File: config.mk
export PLATFORM = sky130hd
export DESIGN_NAME = palette_decoder_flat
export DESIGN_NICKNAME = d
export VERILOG_FILES = /design/src/rtl/palette_decoder_if.sv /design/src/rtl/palette_decoder.sv /design/src/flat_wrapper.sv
export SDC_FILE = /design/constraint.sdc
export NUM_CORES = 1
export LEC_CHECK = 0
export ABC_AREA = 1
export CAP_MARGIN = 20
export CELL_PAD_IN_SITES_DETAIL_PLACEMENT = 1
export CELL_PAD_IN_SITES_GLOBAL_PLACEMENT = 1
export CORE_MARGIN = 2
export CORE_UTILIZATION = 30
export DETAILED_ROUTE_END_ITERATION = 6
export GPL_ROUTABILITY_DRIVEN = 0
export HOLD_SLACK_MARGIN = 0.15
export PLACE_DENSITY_LB_ADDON = 0.1
export SYNTH_ARGS = -nofsm -noshare
export SYNTH_HDL_FRONTEND = slang
export SYNTH_SLANG_ARGS = --single-unit
File: constraint.sdc
create_clock -name clk -period 9.6 [get_ports clk]
set_clock_uncertainty 0.2 [all_clocks]
set_input_delay 2.88 -clock clk [delete_from_list [all_inputs] [get_ports clk]]
set_output_delay 2.88 -clock clk [all_outputs]
set_load 0.005 [all_outputs]
File: src/rtl/palette_decoder_if.sv
`default_nettype none
// ============================================================================
//  Module      : palette_decoder_if
//  Description : Bundle of palette-load, token-input and pixel-output signals
//                for palette_decoder. The master side loads the palette,
//                supplies tokens and consumes pixels; the slave side is the
//                decoder itself.
//  Revision    : 1.0 - initial release
// ============================================================================
interface palette_decoder_if #(
    parameter int RUN_W = 4
) ();
    // Palette load
    logic              set_reg;
    logic              color_val;
    logic [23:0]       color;
    logic [3:0]        pal_count;

    // Token input
    logic              in_val;
    logic [2:0]        in_idx;
    logic [RUN_W-1:0]  in_run;
    logic              in_rdy;

    // Pixel output
    logic              out_val;
    logic [23:0]       out_color;
    logic [2:0]        out_idx;
    logic              out_last;
    logic              out_rdy;

    modport master (
        output set_reg, color_val, color,
        output in_val, in_idx, in_run,
        output out_rdy,
        input  in_rdy, out_val, out_color, out_idx, out_last, pal_count
    );

    modport slave (
        input  set_reg, color_val, color,
        input  in_val, in_idx, in_run,
        input  out_rdy,
        output in_rdy, out_val, out_color, out_idx, out_last, pal_count
    );
endinterface
`default_nettype wire

File: src/rtl/palette_decoder.sv
`default_nettype none
// ============================================================================
//  Module      : palette_decoder
//  Description : Expands (index, run) tokens into 24-bit pixels looked up in
//                an 8-entry palette. Tokens are buffered in a small FIFO and
//                each one produces run+1 pixels under valid/ready flow
//                control, back to back across token boundaries.
//  Revision    : 1.0 - initial release
// ============================================================================
module palette_decoder #(
    parameter int FIFO_DEPTH = 4,
    parameter int RUN_W      = 4
) (
    input  wire logic         clk,
    input  wire logic         rst,
    palette_decoder_if.slave  bus
);

    localparam int c_ptr_w = (FIFO_DEPTH > 1) ? $clog2(FIFO_DEPTH) : 1;
    localparam int c_tok_w = 3 + RUN_W;
    localparam logic [c_ptr_w:0] c_full_count = (c_ptr_w + 1)'(FIFO_DEPTH);

    typedef enum logic [0:0] {
        S_IDLE = 1'b0,
        S_EMIT = 1'b1
    } state_t;

    // ------------------------------------------------------------------
    // Palette storage and load pointer
    // ------------------------------------------------------------------
    logic [23:0] r_pal [8];
    logic [2:0]  r_wp;
    logic [3:0]  r_pal_count;
    logic        w_pal_we;

    assign w_pal_we = bus.set_reg && bus.color_val;

    // Palette registers: cleared on reset, written at the load pointer
    always_ff @(posedge clk or posedge rst) begin
        if (rst) begin
            for (int i = 0; i < 8; i++) begin
                r_pal[i] <= 24'd0;
            end
        end else if (w_pal_we) begin
            r_pal[r_wp] <= bus.color;
        end
    end

    // Load pointer restarts whenever load mode is off and sticks at the last
    // entry, so any surplus words keep overwriting entry 7
    always_ff @(posedge clk or posedge rst) begin
        if (rst) begin
            r_wp        <= 3'd0;
            r_pal_count <= 4'd0;
        end else if (!bus.set_reg) begin
            r_wp        <= 3'd0;
        end else if (bus.color_val) begin
            r_pal_count <= {1'b0, r_wp} + 4'd1;
            if (r_wp != 3'd7) begin
                r_wp <= r_wp + 3'd1;
            end
        end
    end

    assign bus.pal_count = r_pal_count;

    // ------------------------------------------------------------------
    // Token FIFO
    // ------------------------------------------------------------------
    logic [c_tok_w-1:0] r_mem [FIFO_DEPTH];
    logic [c_ptr_w-1:0] r_wr_ptr;
    logic [c_ptr_w-1:0] r_rd_ptr;
    logic [c_ptr_w:0]   r_count;
    logic               w_full;
    logic               w_empty;
    logic               w_in_rdy;
    logic               w_push;
    logic               w_pop;
    logic [c_tok_w-1:0] w_head;

    assign w_full   = (r_count == c_full_count);
    assign w_empty  = (r_count == '0);
    // Full is judged on the registered count: a same-cycle pop does not make
    // room for a push, which keeps in_rdy free of any output-side path
    assign w_in_rdy = !w_full && !bus.set_reg;
    assign w_push   = bus.in_val && w_in_rdy;
    assign w_head   = r_mem[r_rd_ptr];

    assign bus.in_rdy = w_in_rdy;

    // Token storage needs no reset: the occupancy count decides validity
    always_ff @(posedge clk) begin
        if (w_push) begin
            r_mem[r_wr_ptr] <= {bus.in_idx, bus.in_run};
        end
    end

    // FIFO pointers and occupancy
    always_ff @(posedge clk or posedge rst) begin
        if (rst) begin
            r_wr_ptr <= '0;
            r_rd_ptr <= '0;
            r_count  <= '0;
        end else begin
            if (w_push) begin
                r_wr_ptr <= (r_wr_ptr == c_ptr_w'(FIFO_DEPTH - 1)) ? '0 : r_wr_ptr + 1'b1;
            end
            if (w_pop) begin
                r_rd_ptr <= (r_rd_ptr == c_ptr_w'(FIFO_DEPTH - 1)) ? '0 : r_rd_ptr + 1'b1;
            end
            case ({w_push, w_pop})
                2'b10:   r_count <= r_count + 1'b1;
                2'b01:   r_count <= r_count - 1'b1;
                default: r_count <= r_count;
            endcase
        end
    end

    // ------------------------------------------------------------------
    // Run expansion FSM
    // ------------------------------------------------------------------
    state_t           r_state;
    state_t           w_state_nxt;
    logic [2:0]       r_cur_idx;
    logic [RUN_W-1:0] r_cur_cnt;
    logic             w_cnt_dec;

    // State register
    always_ff @(posedge clk or posedge rst) begin
        if (rst) begin
            r_state <= S_IDLE;
        end else begin
            r_state <= w_state_nxt;
        end
    end

    // Next state: fetch a token when idle, count down the run while the sink
    // accepts, and chain straight into the next token if one is waiting
    always_comb begin
        w_state_nxt = r_state;
        w_pop       = 1'b0;
        w_cnt_dec   = 1'b0;
        case (r_state)
            S_IDLE: begin
                if (!w_empty) begin
                    w_pop       = 1'b1;
                    w_state_nxt = S_EMIT;
                end
            end
            S_EMIT: begin
                if (bus.out_rdy) begin
                    if (r_cur_cnt != '0) begin
                        w_cnt_dec = 1'b1;
                    end else if (!w_empty) begin
                        w_pop = 1'b1;
                    end else begin
                        w_state_nxt = S_IDLE;
                    end
                end
            end
            default: begin
                w_state_nxt = S_IDLE;
            end
        endcase
    end

    // Current token: loaded on every pop, decremented per accepted pixel
    always_ff @(posedge clk or posedge rst) begin
        if (rst) begin
            r_cur_idx <= 3'd0;
            r_cur_cnt <= '0;
        end else if (w_pop) begin
            r_cur_idx <= w_head[c_tok_w-1 -: 3];
            r_cur_cnt <= w_head[RUN_W-1:0];
        end else if (w_cnt_dec) begin
            r_cur_cnt <= r_cur_cnt - RUN_W'(1);
        end
    end

    // ------------------------------------------------------------------
    // Pixel outputs: zeroed while no pixel is offered; colour is a live
    // palette read so a rewrite during a stall shows up immediately
    // ------------------------------------------------------------------
    logic w_emit;

    assign w_emit        = (r_state == S_EMIT);
    assign bus.out_val   = w_emit;
    assign bus.out_idx   = w_emit ? r_cur_idx : 3'd0;
    assign bus.out_color = w_emit ? r_pal[r_cur_idx] : 24'd0;
    assign bus.out_last  = w_emit && (r_cur_cnt == '0);

endmodule
`default_nettype wire

File: src/flat_wrapper.sv
// flat-port wrapper written by rule: the top's interface ports become plain ports
module palette_decoder_flat 
#(
    parameter int FIFO_DEPTH = 4,
    parameter int RUN_W      = 4
)
  (clk, rst, bus_set_reg, bus_color_val, bus_color, bus_in_val, bus_in_idx, bus_in_run, bus_out_rdy, bus_in_rdy, bus_out_val, bus_out_color, bus_out_idx, bus_out_last, bus_pal_count);
  palette_decoder_if #(.RUN_W(RUN_W)) bus_i ();
  input  wire logic clk;
  input  wire logic rst;
  input wire logic [$bits(bus_i.set_reg)-1:0] bus_set_reg;
  input wire logic [$bits(bus_i.color_val)-1:0] bus_color_val;
  input wire logic [$bits(bus_i.color)-1:0] bus_color;
  input wire logic [$bits(bus_i.in_val)-1:0] bus_in_val;
  input wire logic [$bits(bus_i.in_idx)-1:0] bus_in_idx;
  input wire logic [$bits(bus_i.in_run)-1:0] bus_in_run;
  input wire logic [$bits(bus_i.out_rdy)-1:0] bus_out_rdy;
  output wire logic [$bits(bus_i.in_rdy)-1:0] bus_in_rdy;
  output wire logic [$bits(bus_i.out_val)-1:0] bus_out_val;
  output wire logic [$bits(bus_i.out_color)-1:0] bus_out_color;
  output wire logic [$bits(bus_i.out_idx)-1:0] bus_out_idx;
  output wire logic [$bits(bus_i.out_last)-1:0] bus_out_last;
  output wire logic [$bits(bus_i.pal_count)-1:0] bus_pal_count;
  assign bus_i.set_reg = bus_set_reg;
  assign bus_i.color_val = bus_color_val;
  assign bus_i.color = bus_color;
  assign bus_i.in_val = bus_in_val;
  assign bus_i.in_idx = bus_in_idx;
  assign bus_i.in_run = bus_in_run;
  assign bus_i.out_rdy = bus_out_rdy;
  assign bus_in_rdy = bus_i.in_rdy;
  assign bus_out_val = bus_i.out_val;
  assign bus_out_color = bus_i.out_color;
  assign bus_out_idx = bus_i.out_idx;
  assign bus_out_last = bus_i.out_last;
  assign bus_pal_count = bus_i.pal_count;
  palette_decoder #(.FIFO_DEPTH(FIFO_DEPTH), .RUN_W(RUN_W)) u_core (.clk(clk), .rst(rst), .bus(bus_i));
endmodule
==> reports/metrics.cfg <==
[floorplanning]
rows=69
die-width_um=195
ios=71
die_h_um=195
die_area_um2=38000
fp.coreArea_um2=35700
start_util_pct=30.6

[synthesis]
ys_ff_latch=242
syn-cell-area_um2=10900
synth_area_leaders=dfrtp_1 (49%), o21ai_0 (12%), nand2_1 (11%)
synth.avg_cell_area_um2=8.62
syn_nets=1317
synth.distinct_cells=28
yosys.area.top_type=dfrtp_1
synth_top_area_share_pct=49.0
yosysWarnings=0
ys_seq_area_share_pct=56.6
synth_cells=1269

[critical_path]
reg2reg_from=u_core.r_cur_cnt[0]
crit_type=input port to output pin
start_kind=input port
r2r_cells=12
critPathMaxStageDelay_ns=0.54
critical_path_arrival_ns=4.15
required_ns=6.52
crit_buf_inv=2
crit_start=bus_set_reg
endpoint_kind=output pin
crit_path_top_delay_cell=clkdlybuf4s50_1
path_depth=3
crit_fanout=4
cpMostUsedCell=clkdlybuf4s50_1
cp_cell_sequence=clkdlybuf4s50_1, a31oi_1, clkdlybuf4s50_1
critPathTopFamily=buffers and inverters

[sta]
relSlewSlack_pct=35.1
min_period_over_period_pct=75.3
rsz0062_at_grt=false
fin_crit_ns=7.23
tightestPinTransition_ns=0.970
finalSetupViolations=0
hold_violations=0
setup_tns_ns=0
clock.fmax_mhz=138
slew_violations=0

[routing]
routedWlPerCell_um=16.8
dr_wl_met2_mm=14.5
routed-wl-met3_um=711
dr_total_vias=8478
drcViolationCount=0
drt_iter0_markers=421
ant_nets=0
wl_met1_mm=14.3
drtPass1Iterations=5
routed_wl_mm=30.1
vias_per_cell=4.74
highest_layer=met4

[clocking]
cts_tree=built
cts_sinks=242
root_buffer=clkbuf_16
htree_levels=1
cts_setup_buffers=0
ctsResizeCount=0
clkLatencyLatePin_ns=0.55
cts_inserted_buffers=29
clk_pin_slew_ns=0.05
clk_path_buf_depth=3
hold_buffers=0

[power]
ir_worst_vdd_mv=0.141
power.density_nw_per_um2=287
p_leak_nw=5.86

[finish]
finalInstanceArea_um2=12900
syn2layout_area_growth_pct=18.0
drive_gt1_share_pct=6.79
layout_commonest_cell=nand2_1
layout.nets=1353
antenna_cells=0
final_cell_mix=nand2_1 (313), o21ai_0 (256), dfrtp_1 (212)

[global_route]
grt_pass1_vias=8907
antenna_found_initial=0
grt_use_total_pct=16.3
grt_overflow_total=0
grt_max_degree=97
grt_pass1_wl_mm=49.7

[min_path]
worstHoldStart=u_core.r_pal[130]
hp-class=flip-flop to flip-flop
hold_depth=2

[placement]
place_area_um2=11900
dp.final_hpwl_mm=16.7
io_buffers=70

[status]
status=completed

[job]
cap_violations=0

==> per-layer routing <==
layer | track usage, % | vias up
met2 | 28.5 | 90
met3 | 1.91 | 42
met5 | 0 | -
met4 | 3.62 | 0
li1 | - | 4225
met1 | 21.7 | 4121
==> flip-flops by register name (all words and copies together) (netlist names), 3 cells and up <==
signal / cells
u_core.r_pal: 192
u_core.r_count: 3
u_core.r_cur_cnt: 4
u_core.r_cur_idx: 3
u_core.bus.pal_count: 4
u_core.r_wp: 3
u_core.r_mem: 28
==> stage by stage <==
step           total power (W)  util, %  cells  setup WS (ns)  hold WS [ns]
2_1_floorplan          0.00214        -   1269          0.669         0.248
5_1_grt                0.00401     36.1   1787           2.31         0.305
3_5_place_dp           0.00265     33.2   1731           2.35         0.267
6_report               0.00370     36.1   1787           2.37         0.277
3_3_place_gp           0.00262     33.1   1729           2.40         0.260
4_1_cts                0.00378     35.9   1783           2.35         0.282
==> logic make-up (layout without fill, tap and decap cells) <==
| family | Yosys count | after routing | synth area share (%) |
|---|---|---|---|
| xor+xnor | 4 | 4 | 0.320 |
| simple gates | 510 | 510 | 18.0 |
| fa+ha+maj | 11 | 11 | 1.33 |
| compound gates | 368 | 368 | 17.4 |
| flops | 242 | 242 | 56.6 |
| buf+inv | 134 | 191 | 6.28 |
==> report_power, final <==
| part | switching, W | internal [W] | total (W) |
|---|---|---|---|
| registers | 0.000168 | 0.00123 | 0.00140 |
| logic | 0.000693 | 0.000502 | 0.00120 |
| clock network | 0.000426 | 0.000680 | 0.00111 |
==> worst register-to-register path, cell delays in order (launching register included) <==
cell and delay, ns:
dfrtp_1 0.36, inv_1 0.12, ha_1 0.20, nand3_1 0.08, nand2_1 0.12, nand2_2 0.15, inv_1 0.32, ha_1 0.22
inv_1 0.06, fa_1 0.38, a21oi_1 0.15, o21ai_0 0.11, xnor2_1 0.14
==> final timing paths <==
check	end	slack [ns]
min in group asynchronous	u_core.r_pal[87]	2.67
hold reg to reg	u_core.r_pal[130]	0.28
setup reg to reg	u_core.r_count[2]	6.88
setup / recovery	bus_in_rdy	2.37
max in group asynchronous	u_core.r_pal[103]	5.20
hold / removal	u_core.r_pal[130]	0.28
==> area by class of cell <==
cell class,instances,area (µm²)
Clock buffer,44,842
Inverter,55,214
Tap cell,461,577
Timing Repair Buffer,84,888
Clock inverter,8,119
Fill cell,4211,22800
Sequential cell,242,6200
Multi-Input combinational cell,893,4070
==> Yosys cell counts <==
cell type / n
a21oi_1: 2
a31oi_1: 1
buf_1: 2
buf_2: 11
buf_4: 17
buf_6: 14
clkbuf_1: 34
clkbuf_2: 1
dfrtp_1: 214
edfxtp_1: 28
fa_1: 1
ha_1: 10
inv_1: 53
inv_2: 2
nand2_1: 317
nand2_2: 5
nand2_4: 1
nand3_1: 7
nor2_1: 177
nor2_4: 1
nor2_8: 1
nor3_1: 1
o21ai_0: 256
o21ai_1: 87
o21ai_2: 15
o22ai_1: 7
xnor2_1: 2
xor2_1: 2
Power figures use the tool's default switching activity.
